`config.mk`:
```
export PLATFORM = sky130hd
export DESIGN_NAME = unidad_control_multiciclo
export DESIGN_NICKNAME = d
export VERILOG_FILES = /design/src/rtl/riscv_ctrl_pkg.sv /design/src/rtl/opcode_decoder.sv /design/src/rtl/unidad_control_multiciclo.sv
export SDC_FILE = /design/constraint.sdc
export NUM_CORES = 1
export LEC_CHECK = 0
export ABC_AREA = 1
export BUFFER_PORTS_ARGS = -buffer_cell sky130_fd_sc_hd__buf_2
export CORE_UTILIZATION = 25
export CTS_CLUSTER_SIZE = 30
export DETAILED_ROUTE_END_ITERATION = 12
export GPL_ROUTABILITY_DRIVEN = 0
export PLACE_DENSITY = 0.49
export SKIP_CTS_REPAIR_TIMING = 1
export SLEW_MARGIN = 15
export SYNTH_ARGS = -nofsm -noshare
export SYNTH_HDL_FRONTEND = slang
export SYNTH_HIERARCHICAL = 1
export SYNTH_SLANG_ARGS = --single-unit
export TNS_END_PERCENT = 10
```
`constraint.sdc`:
```
create_clock -name clk -period 2.2 [get_ports clk]
set_input_delay 0.33 -clock clk [delete_from_list [all_inputs] [get_ports clk]]
set_output_delay 0.33 -clock clk [all_outputs]
set_load 0.02 [all_outputs]
```
`src/rtl/riscv_ctrl_pkg.sv`:
```
// Shared encodings for the RV32I multicycle control unit: FSM states, opcodes
// and the select/operation codes driven onto the datapath.
package riscv_ctrl_pkg;

   typedef enum logic [3:0] {
      ST_FETCH,
      ST_DECODE,
      ST_EXEC_R,
      ST_EXEC_I,
      ST_ADDR,
      ST_MEM_RD,
      ST_MEM_WR,
      ST_WB_ALU,
      ST_WB_MEM,
      ST_BRANCH,
      ST_JAL,
      ST_TRAP
   } state_t;

   localparam logic [6:0] OP_R      = 7'b0110011;
   localparam logic [6:0] OP_IMM    = 7'b0010011;
   localparam logic [6:0] OP_LUI    = 7'b0110111;
   localparam logic [6:0] OP_LOAD   = 7'b0000011;
   localparam logic [6:0] OP_STORE  = 7'b0100011;
   localparam logic [6:0] OP_BRANCH = 7'b1100011;
   localparam logic [6:0] OP_JAL    = 7'b1101111;

   localparam logic [2:0] IMM_ZERO12 = 3'd0;
   localparam logic [2:0] IMM_SIGN_I = 3'd1;
   localparam logic [2:0] IMM_S      = 3'd2;
   localparam logic [2:0] IMM_B      = 3'd3;
   localparam logic [2:0] IMM_U      = 3'd4;
   localparam logic [2:0] IMM_J      = 3'd5;

   localparam logic [1:0] SRC_A_PC   = 2'd0;
   localparam logic [1:0] SRC_A_RS1  = 2'd1;
   localparam logic [1:0] SRC_A_ZERO = 2'd2;

   localparam logic [1:0] SRC_B_RS2  = 2'd0;
   localparam logic [1:0] SRC_B_IMM  = 2'd1;
   localparam logic [1:0] SRC_B_FOUR = 2'd2;

   localparam logic [1:0] ALU_ADD   = 2'd0;
   localparam logic [1:0] ALU_SUB   = 2'd1;
   localparam logic [1:0] ALU_FUNCT = 2'd2;

   localparam logic [1:0] WB_ALU_RES  = 2'd0;
   localparam logic [1:0] WB_MEM_DATA = 2'd1;
   localparam logic [1:0] WB_PC4      = 2'd2;

endpackage

```
`src/rtl/opcode_decoder.sv`:
```
// Combinational instruction classifier: picks the post-DECODE state, the
// memory state after ADDR, the immediate format and instruction legality.
module opcode_decoder
   import riscv_ctrl_pkg::*;
(
   input  logic [6:0] opcode,
   input  logic [2:0] funct3,
   output state_t     decode_next,
   output state_t     mem_next,
   output logic       legal,
   output logic       branch_on_zero,
   output logic [2:0] imm_kind,
   output logic [1:0] exec_src_a
);

   logic is_shift;
   logic branch_ok;

   assign is_shift       = (funct3 == 3'b001) || (funct3 == 3'b101);
   assign branch_ok      = (funct3 == 3'b000) || (funct3 == 3'b001);
   assign branch_on_zero = (funct3 == 3'b000);
   assign exec_src_a     = (opcode == OP_LUI) ? SRC_A_ZERO : SRC_A_RS1;

   always_comb begin
      decode_next = ST_TRAP;
      mem_next    = ST_MEM_RD;
      legal       = 1'b1;
      imm_kind    = IMM_ZERO12;
      case (opcode)
         OP_R: decode_next = ST_EXEC_R;
         OP_IMM: begin
            decode_next = ST_EXEC_I;
            // shift amounts only use imm[4:0], so skip sign extension
            imm_kind    = is_shift ? IMM_ZERO12 : IMM_SIGN_I;
         end
         OP_LUI: begin
            decode_next = ST_EXEC_I;
            imm_kind    = IMM_U;
         end
         OP_LOAD: begin
            decode_next = ST_ADDR;
            imm_kind    = IMM_SIGN_I;
         end
         OP_STORE: begin
            decode_next = ST_ADDR;
            mem_next    = ST_MEM_WR;
            imm_kind    = IMM_S;
         end
         OP_BRANCH: begin
            decode_next = ST_BRANCH;
            legal       = branch_ok;
            imm_kind    = IMM_B;
         end
         OP_JAL: begin
            decode_next = ST_JAL;
            imm_kind    = IMM_J;
         end
         default: legal = 1'b0;
      endcase
   end

endmodule

```
`src/rtl/unidad_control_multiciclo.sv`:
```
// Multicycle RV32I control FSM: sequences the shared datapath and memory port,
// and counts retired instructions.
module unidad_control_multiciclo
   import riscv_ctrl_pkg::*;
#(
   parameter int IMM_SEL_W = 3
)
(
   input  logic                 clk,
   input  logic                 rst_n,
   input  logic [6:0]           opcode,
   input  logic [2:0]           funct3,
   input  logic                 funct7b5,
   input  logic                 zero,
   input  logic                 mem_ready,
   output logic                 mem_req,
   output logic                 mem_we,
   output logic                 addr_sel,
   output logic                 ir_we,
   output logic                 pc_we,
   output logic                 pc_src,
   output logic                 rf_we,
   output logic [1:0]           wb_sel,
   output logic [IMM_SEL_W-1:0] imm_sel,
   output logic [1:0]           alu_src_a,
   output logic [1:0]           alu_src_b,
   output logic [1:0]           alu_op,
   output logic                 illegal,
   output logic [31:0]          instret
);

   state_t      state_reg, state_next;
   logic [31:0] instret_reg, instret_next;
   logic        retire;

   state_t      decode_next, mem_next;
   logic        legal, branch_on_zero;
   logic [2:0]  imm_kind;
   logic [1:0]  exec_src_a;

   logic        mem_req_raw, mem_we_raw, addr_sel_raw, ir_we_raw;
   logic        pc_we_raw, pc_src_raw, rf_we_raw, illegal_raw;
   logic [1:0]  wb_sel_raw, src_a_raw, src_b_raw, alu_op_raw;
   logic [2:0]  imm_raw;

   // funct7 bit 30 only matters to the ALU's funct decode, not to sequencing
   logic unused_funct7b5;
   assign unused_funct7b5 = funct7b5;

   opcode_decoder u_dec (
      .opcode         (opcode),
      .funct3         (funct3),
      .decode_next    (decode_next),
      .mem_next       (mem_next),
      .legal          (legal),
      .branch_on_zero (branch_on_zero),
      .imm_kind       (imm_kind),
      .exec_src_a     (exec_src_a)
   );

   always_ff @(posedge clk) begin
      if (!rst_n) begin
         state_reg   <= ST_FETCH;
         instret_reg <= '0;
      end else begin
         state_reg   <= state_next;
         instret_reg <= instret_next;
      end
   end

   assign instret_next = instret_reg + 32'(retire);

   always_comb begin
      state_next   = state_reg;
      retire       = 1'b0;
      mem_req_raw  = 1'b0;
      mem_we_raw   = 1'b0;
      addr_sel_raw = 1'b0;
      ir_we_raw    = 1'b0;
      pc_we_raw    = 1'b0;
      pc_src_raw   = 1'b0;
      rf_we_raw    = 1'b0;
      illegal_raw  = 1'b0;
      wb_sel_raw   = WB_ALU_RES;
      src_a_raw    = SRC_A_PC;
      src_b_raw    = SRC_B_RS2;
      alu_op_raw   = ALU_ADD;
      imm_raw      = IMM_ZERO12;
      case (state_reg)
         ST_FETCH: begin
            mem_req_raw = 1'b1;
            if (mem_ready) begin
               ir_we_raw  = 1'b1;
               pc_we_raw  = 1'b1;
               state_next = ST_DECODE;
            end
         end
         ST_DECODE: begin
            // branch/jump target PC+imm lands in the ALU result register
            src_b_raw  = SRC_B_IMM;
            imm_raw    = (opcode == OP_JAL) ? IMM_J : IMM_B;
            state_next = decode_next;
         end
         ST_EXEC_R: begin
            src_a_raw  = SRC_A_RS1;
            alu_op_raw = ALU_FUNCT;
            state_next = ST_WB_ALU;
         end
         ST_EXEC_I: begin
            src_a_raw  = exec_src_a;
            src_b_raw  = SRC_B_IMM;
            alu_op_raw = ALU_FUNCT;
            imm_raw    = imm_kind;
            state_next = ST_WB_ALU;
         end
         ST_ADDR: begin
            src_a_raw  = SRC_A_RS1;
            src_b_raw  = SRC_B_IMM;
            imm_raw    = imm_kind;
            state_next = mem_next;
         end
         ST_MEM_RD: begin
            mem_req_raw  = 1'b1;
            addr_sel_raw = 1'b1;
            if (mem_ready) state_next = ST_WB_MEM;
         end
         ST_MEM_WR: begin
            mem_req_raw  = 1'b1;
            mem_we_raw   = 1'b1;
            addr_sel_raw = 1'b1;
            if (mem_ready) begin
               retire     = 1'b1;
               state_next = ST_FETCH;
            end
         end
         ST_WB_ALU, ST_WB_MEM: begin
            rf_we_raw  = 1'b1;
            wb_sel_raw = (state_reg == ST_WB_MEM) ? WB_MEM_DATA : WB_ALU_RES;
            retire     = 1'b1;
            state_next = ST_FETCH;
         end
         ST_BRANCH: begin
            src_a_raw  = SRC_A_RS1;
            alu_op_raw = ALU_SUB;
            if (!legal) begin
               state_next = ST_TRAP;
            end else begin
               retire     = 1'b1;
               state_next = ST_FETCH;
               if (branch_on_zero == zero) begin
                  pc_we_raw  = 1'b1;
                  pc_src_raw = 1'b1;
               end
            end
         end
         ST_JAL: begin
            rf_we_raw  = 1'b1;
            wb_sel_raw = WB_PC4;
            pc_we_raw  = 1'b1;
            pc_src_raw = 1'b1;
            retire     = 1'b1;
            state_next = ST_FETCH;
         end
         ST_TRAP: illegal_raw = 1'b1;
         default: state_next = ST_TRAP;
      endcase
   end

   // Reset squashes every output, abandoning any in-flight memory access
   assign mem_req   = rst_n & mem_req_raw;
   assign mem_we    = rst_n & mem_we_raw;
   assign addr_sel  = rst_n & addr_sel_raw;
   assign ir_we     = rst_n & ir_we_raw;
   assign pc_we     = rst_n & pc_we_raw;
   assign pc_src    = rst_n & pc_src_raw;
   assign rf_we     = rst_n & rf_we_raw;
   assign illegal   = rst_n & illegal_raw;
   assign wb_sel    = rst_n ? wb_sel_raw : '0;
   assign imm_sel   = rst_n ? IMM_SEL_W'(imm_raw) : '0;
   assign alu_src_a = rst_n ? src_a_raw : '0;
   assign alu_src_b = rst_n ? src_b_raw : '0;
   assign alu_op    = rst_n ? alu_op_raw : '0;
   assign instret   = rst_n ? instret_reg : '0;

endmodule

```
==> results.rst, run 1 <==
.. list-table::
   :header-rows: 1

   * - Metric
     - Value
   * - Status
     - completed
   * - Cell family with the largest share of critical-path delay
     - adder cells
   * - Delay contributed by the slowest stage of the critical path
     - between 0.3 and 0.4 ns
   * - Total wire length
     - roughly 8 mm
   * - Final count of hold timing violations
     - 0
   * - Worst clock skew on the final layout
     - around 0.0057 ns
   * - Capture instance of the worst register-to-register path
     - instret_reg[14]
   * - CTS H-tree depth
     - 2
   * - Post-synth ARST share
     - 0%
   * - Worst path buffer plus inverter count
     - 4
   * - Critical Path End
     - instret_reg[14]
   * - Hold crit path type
     - in -> reg
   * - Global route total overflow
     - 0
   * - Unrepaired setup endpoints after global routing
     - true
   * - Via count of the first global-routing pass
     - roughly 3000
   * - Share of the clock period used by the worst path
     - between 90% and 100%
   * - Ys Warns
     - 6
   * - Arrival @ worst endpoint
     - around 2.2 ns
   * - Routed vias
     - approximately 3200
   * - Count leader, synth
     - nand2_1
   * - Number of buffers between clock root and the deepest sink
     - 2
   * - Part of the total power dissipated in the clock network
     - a little under a third
   * - Port Buf Inserts
     - 63
   * - Count of final setup violators
     - 0
   * - Setup crit start kind
     - flip-flop
   * - Total number of placement rows
     - 38
   * - Sequence of cells on the critical path
     - inv_2 > nand2_2 > inv_1 > a22oi_1 > o211ai_1 > ha_2 > ha_2 > buf_4 > nand2_2 > nor2_4 > xor2_1 > inv_1 > nor2_2
   * - Area of the placeable core
     - about 11000 um^2
   * - Clock edge transition at the registers on the reported setup and hold paths
     - 0.06 ns
   * - Area added between synthesis and finish
     - 29.89%
   * - Portion of synthesized cell area occupied by the leading cell type
     - about a quarter
   * - Cell-internal power
     - between 0.001 and 0.0015 W
   * - Largest cells by area after synthesis
     - dfxtp_1, nand2_1, nor2_1
   * - Clock tree from TritonCTS
     - done
   * - Combinational fraction of design power
     - a little over a third
   * - Share of total power in sequential cells
     - between 30 and 40%
   * - Number of synthesized register bits
     - 36
   * - Sw Share
     - 37.55%
   * - Post-synthesis cell type with the largest combined area
     - dfxtp_1
   * - DRC
     - 0
   * - CP Depth
     - 13
   * - Global router's overall resource usage
     - around 14%
   * - Number of iterations in the first detailed-routing pass
     - 4
   * - Post-detailed-route wirelength per cell
     - approximately 11 um
   * - Cell area after synthesis
     - 2850 um^2
   * - Leak Pwr
     - ~1.9 nW
   * - Avg Synthesized Cell Area
     - about 5.6 um^2
   * - Post-DRT Antenna Nets
     - 0
   * - Number of flip-flops in the largest register
     - 32
   * - Initial antenna violation count
     - 0
   * - Area enclosed by the die boundary
     - between 10000 and 15000 um^2
   * - Main flop type after synthesis
     - dfxtp_1
   * - Die Ht
     - between 100 and 150 um
   * - Number of instances in the synthesized netlist
     - 506
   * - Top fanout value on the critical path
     - 4
   * - Half-perimeter wire length after detailed placement
     - 6.494 mm
   * - Horizontal extent of the die
     - 108.8 um
   * - Cells after DPL
     - between 700 and 800
   * - Initial drt markers
     - 156
   * - Final worst-path setup slack
     - between 0.1 and 0.15 ns
   * - Number of enable-type register cells in the synthesized netlist
     - 0
   * - DP Worst Slack
     - -0.1622 ns
   * - Share of post-route cells with drive strength above 1
     - 25.46%
   * - Vias per inst
     - between 4 and 5
   * - Post-route non-filler standard cell count
     - 733
   * - Diode count
     - 0
   * - Ranking of synthesized cells by instance count
     - nand2_1, nor2_1, inv_1
   * - Classification of the worst setup path
     - reg -> reg
   * - Sequential-to-total area share from yosys stat
     - between 20% and 30%
   * - Achievable Freq
     - just under 500 MHz
   * - Wire length of the first global-routing pass
     - 13.48 mm
   * - Nets in the synthesized netlist
     - 524
   * - Clock insertion delay at the later pin of the skew report
     - approximately 0.28 ns
   * - Number of clock sinks seen by CTS
     - 36
   * - Number of nets at the end of the flow
     - ~610
   * - Logic depth of the worst register-to-register path
     - 13
   * - Fin. max-slew vios
     - 0
   * - Largest net degree at the start of global routing
     - 28
   * - Maxcap violations
     - 0
   * - Final critical-path required period
     - roughly 2.1 ns
   * - Launch point of the critical path
     - state_reg[2]
   * - Initial core utilization
     - around 26%
   * - I/O Pins
     - 66
   * - Nature of the critical path endpoint
     - flip-flop
   * - CTS buffer count
     - 5
   * - Critical path's slowest cell
     - dfxtp_1
   * - Unique masters post-synth
     - 33
   * - Switching power
     - 0.0008432 W
   * - Worst IR Drop VDD
     - between 300 and 400 uV
   * - Register-to-register setup slack
     - about 0.14 ns
   * - Required time of the critical path
     - around 2.4 ns
   * - Root Buffer Master
     - clkbuf_16
   * - RR Startpoint
     - state_reg[2]
   * - Pwr per Cell Area
     - between 600 and 700 nW/um^2
cell type report:
| cell class | instances | area (um^2) |
|---|---|---|
| flip-flops and latches | 36 | 726.9 |
| well taps | 140 | 175.2 |
| fillers | 1262 | 7281 |
| inverters | 76 | 287.8 |
| multi-input cells | 382 | 1846 |
| clock buffers | 6 | 128.9 |
| repair buffers | 92 | 533.0 |
| clock inverters | 1 | 5.005 |
kinds of logic after synthesis:
logic type	Yosys count	synth area share [%]
other	3	0.3951
and+or+nand+nor	325	50.79
AOI/OAI and AO/OA	47	8.823
xor gates and xnor gates	4	1.229
DFF	36	25.29
buffers and inverters	88	12.16
adders and majority gates	3	1.317
metrics by stage:
| stage | utilization, % | hold slack, ns | setup TNS [ns] | area, um^2 | total power, W |
|---|---|---|---|---|---|
| floorplan | - | 0.4465 | 0 | 2850 | 0.001286 |
| global placement | 31.84 | 0.4627 | -0.5863 | 3497 | 0.001531 |
| detailed placement | 31.84 | 0.4736 | -1.179 | 3497 | 0.001534 |
| CTS | 33.06 | 0.3836 | -0.01064 | 3631 | 0.002218 |
| global route | 33.71 | 0.4112 | -0.05913 | 3702 | 0.002407 |
| finish | 33.71 | 0.3957 | 0 | 3702 | 0.002246 |
layout by cell type (no fill, tap or decap), drive strengths merged:
| cell type | count |
|---|---|
| nor2 | 103 |
| nand4 | 5 |
| o211ai | 2 |
| o21a | 2 |
| clkinv | 1 |
| nand3 | 30 |
| inv | 76 |
| conb | 3 |
| nand2 | 172 |
| or2 | 1 |
| xor2 | 3 |
| a21o | 1 |
| a21oi | 29 |
| dfxtp | 36 |
| nand3b | 7 |
| a31oi | 1 |
| and2 | 1 |
| buf | 92 |
| nor3 | 6 |
| a22oi | 1 |
| xnor2 | 1 |
| o21ai | 11 |
| clkbuf | 6 |
| ha | 3 |
power by group through the flow:
stage          logic [W]  clock network [W]  registers, W
5_1_grt         0.000917           0.000727      0.000763
6_report        0.000813           0.000677      0.000756
3_3_place_gp    0.000778                  0      0.000752
2_1_floorplan   0.000542                  0      0.000744
3_5_place_dp    0.000782                  0      0.000752
4_1_cts         0.000784           0.000695      0.000739
per-layer routing:
layer,global-route usage (%),routed length [um],up-vias
met5,0,0,-
li1,-,-,1720
met3,2.869,349,7
met1,17.91,3907,1439
met4,4.247,81,0
met2,24.77,3725,70
worst reg2reg max path: cells and delay by family, from the launching register on:
| family | cells | cell delay [ns] |
|---|---|---|
| compound gates | 2 | 0.39 |
| buf+inv | 4 | 0.38 |
| xor+xnor | 1 | 0.14 |
| simple gates | 4 | 0.28 |
| flops | 1 | 0.34 |
| fa+ha+maj | 2 | 0.41 |
worst min path at each step:
stage                    startpoint         endpoint  slack, ns  depth (start not counted)
floorplan            instret_reg[6]   instret_reg[6]       0.45                          1
finish                    mem_ready     state_reg[0]       0.40                          5
global placement     instret_reg[6]   instret_reg[6]       0.46                          1
detailed placement  instret_reg[31]  instret_reg[31]       0.47                          2
global route              mem_ready     state_reg[0]       0.41                          5
CTS                       mem_ready     state_reg[0]       0.38                          5
No activity file was read; power rests on OpenSTA's default activity.
==> run 2, diff against run 1 <==
==> constraint.sdc (replaced) <==
create_clock -name clk -period 2.1 [get_ports clk]
set_input_delay 0.315 -clock clk [delete_from_list [all_inputs] [get_ports clk]]
set_output_delay 0.315 -clock clk [all_outputs]
set_load 0.02 [all_outputs]
==> run 2 against run 1 <==
  * Sequential power up 5.8%
  * Combinational power up 14%
  * Design area rose by 2.9%
  * First-iteration DRC count down 5.1%
  * Clock power rose by 12%
==> results.rst, run 2 (synthesized netlist as in run 1, its figures left out) <==
.. list-table::
   :header-rows: 1

   * - Metric
     - Value
   * - Via count of the first global-routing pass
     - between 2000 and 3000
   * - Number of buffers between clock root and the deepest sink
     - 2
   * - Final design instance area without fill
     - between 3000 and 4000 um^2
   * - Commonest cells after routing, fill and taps aside
     - nand2_1, nor2_1, inv_1
   * - Share of the clock period used by the worst path
     - 92.98%
   * - Die Ht
     - 108.8 um
   * - Sw Share
     - a little under two fifths
   * - Cells after DPL
     - 730
   * - Leak Pwr
     - about 2.0 nW
   * - Number of flip-flops in the largest register
     - 32
   * - Area enclosed by the die boundary
     - between 10000 and 15000 um^2
   * - Required time of the critical path
     - roughly 2.3 ns
   * - Critical path's slowest cell
     - dfxtp_4
   * - Post-detailed-route wirelength per cell
     - around 11 um
   * - Maxcap violations
     - 0
   * - Initial drt markers
     - roughly 150
   * - Launch point of the critical path
     - state_reg[1]
   * - Arrival @ worst endpoint
     - 2.18 ns
   * - Top fanout value on the critical path
     - 6
   * - Final critical-path required period
     - 1.953 ns
   * - Clock tree from TritonCTS
     - done
   * - Number of nets at the end of the flow
     - 620
   * - Most common cell after layout, fill and taps aside
     - nand2_1
   * - Nature of the critical path endpoint
     - flip-flop
   * - Sequence of cells on the critical path
     - inv_4 > nor2_4 > nand2_2 > o211ai_1 > ha_2 > inv_1 > nor2_4 > nand3_4 > nor2_4 > buf_4 > nor2_1 > nor2_1
   * - Count of final setup violators
     - 0
   * - Largest net degree at the start of global routing
     - 24
   * - Total number of placement rows
     - 38
   * - Final count of hold timing violations
     - 0
   * - Status
     - completed
   * - Final hold slack
     - between 0.3 and 0.4 ns
   * - Met1 WL
     - 3.928 mm
   * - Area added between synthesis and finish
     - 33.71%
   * - DRC
     - 0
   * - Crit-path most repeated cell
     - nor2_4
   * - Worst path buffer plus inverter count
     - 3
   * - Share of total power in sequential cells
     - 32.2%
   * - Global router's overall resource usage
     - 14.30%
   * - Initial antenna violation count
     - 0
   * - Share of post-route cells with drive strength above 1
     - ~27%
   * - Worst Hold Depth
     - 5
   * - Worst clock skew on the final layout
     - ~0.007 ns
   * - I/O Pins
     - 66
   * - Combinational fraction of design power
     - 37.3%
   * - Worst IR Drop VDD
     - between 400 and 500 uV
   * - Unrepaired setup endpoints after global routing
     - true
   * - Horizontal extent of the die
     - about 110 um
   * - Switching power
     - 0.0009257 W
   * - Number of clock sinks seen by CTS
     - 36
   * - Min-Delay Startpoint
     - mem_ready
   * - Area of the placeable core
     - ~11000 um^2
   * - Met3 WL
     - 333 um
   * - Global route total overflow
     - 0
   * - Utilization of the core after routing
     - between 30% and 40%
   * - Highest routing layer actually used
     - met4
   * - CTS buffer count
     - 5
   * - Classification of the worst setup path
     - reg -> reg
   * - Cell family with the largest share of critical-path delay
     - simple AND/OR/NAND/NOR gates
   * - Total wire length
     - about 8.0 mm
   * - Delay contributed by the slowest stage of the critical path
     - 0.37 ns
   * - Accumulated negative setup slack
     - 0 ns
   * - Cell-internal power
     - approximately 0.0016 W
   * - WL met2
     - ~3.7 mm
   * - Root Buffer Master
     - clkbuf_16
   * - Diode count
     - 0
   * - Post-route non-filler standard cell count
     - 743
   * - Routed vias
     - between 3000 and 4000
   * - CTS H-tree depth
     - 2
   * - Achievable Freq
     - roughly 500 MHz
   * - Initial core utilization
     - around 26%
   * - Clock edge transition at the registers on the reported setup and hold paths
     - approximately 0.06 ns
   * - Logic depth of the worst register-to-register path
     - 12
   * - Post-DRT Antenna Nets
     - 0
   * - RR Startpoint
     - state_reg[1]
   * - Number of iterations in the first detailed-routing pass
     - 4
   * - CP Depth
     - 12
   * - Port Buf Inserts
     - 63
   * - Pwr per Cell Area
     - ~650 nW/um^2
   * - Setup crit start kind
     - flip-flop
   * - Placement Cell Area
     - approximately 3500 um^2
   * - Hold crit path type
     - in -> reg
   * - Half-perimeter wire length after detailed placement
     - approximately 6.4 mm
   * - Vias per inst
     - 4.394
   * - Fin. max-slew vios
     - 0
   * - Part of the total power dissipated in the clock network
     - a little under a third
   * - Wire length of the first global-routing pass
     - between 10 and 15 mm
   * - Clock insertion delay at the later pin of the skew report
     - approximately 0.28 ns
==> run 2: cell types whose count changed in the layout (fill, tap and decap cells not counted), sizes merged <==
| cell | delta |
|---|---|
| clkinv | +1 |
| buf | +9 |
==> run 2: worst paths after layout <==
kind                                        end  slack [ns]
worst max-delay path            instret_reg[17]        0.15
worst min-delay path               state_reg[0]        0.35
worst max register to register  instret_reg[17]        0.15
worst min register to register  instret_reg[31]        0.48
==> run 2: cell type report <==
class                           instances  area (um^2)
Fill cell                            1220         7172
Multi-Input combinational cell        382         1868
Inverter                               76        287.8
Timing Repair Buffer                  101        600.6
Clock inverter                          2        10.01
Tap cell                              140        175.2
Clock buffer                            6        138.9
Sequential cell                        36        730.7
==> run 2: routing by layer <==
| layer | up-vias | global-route usage, % |
|---|---|---|
| li1 | 1749 | - |
| met1 | 1439 | 18.70 |
| met2 | 68 | 23.82 |
| met3 | 9 | 2.391 |
| met4 | 0 | 4.537 |
| met5 | - | 0 |
==> run 2: power by group through the flow <==
| stage | Sequential [W] | Combinational (W) | Clock, W |
|---|---|---|---|
| 2_1_floorplan | 0.000779 | 0.000568 | 0 |
| 5_1_grt | 0.000807 | 0.00105 | 0.000813 |
| 4_1_cts | 0.000769 | 0.000851 | 0.000779 |
| 3_5_place_dp | 0.000783 | 0.000847 | 0 |
| 3_3_place_gp | 0.000784 | 0.000843 | 0 |
| 6_report | 0.000800 | 0.000926 | 0.000759 |
==> run 2: worst min-delay path: cells and delay by family <==
kind                   cells  cell delay [ns]
buffers and inverters      2             0.13
AO/OA/AOI/OAI              1             0.04
AND/OR/NAND/NOR            2             0.12
==> run 2: metrics by stage <==
step	worst slack, ns	power [W]
after floorplan	0.06941	0.001347
after global placement	-0.1756	0.001627
after detailed placement	-0.2211	0.001630
after CTS	-0.01213	0.002399
after global routing	-0.01846	0.002667
final	0.1474	0.002485
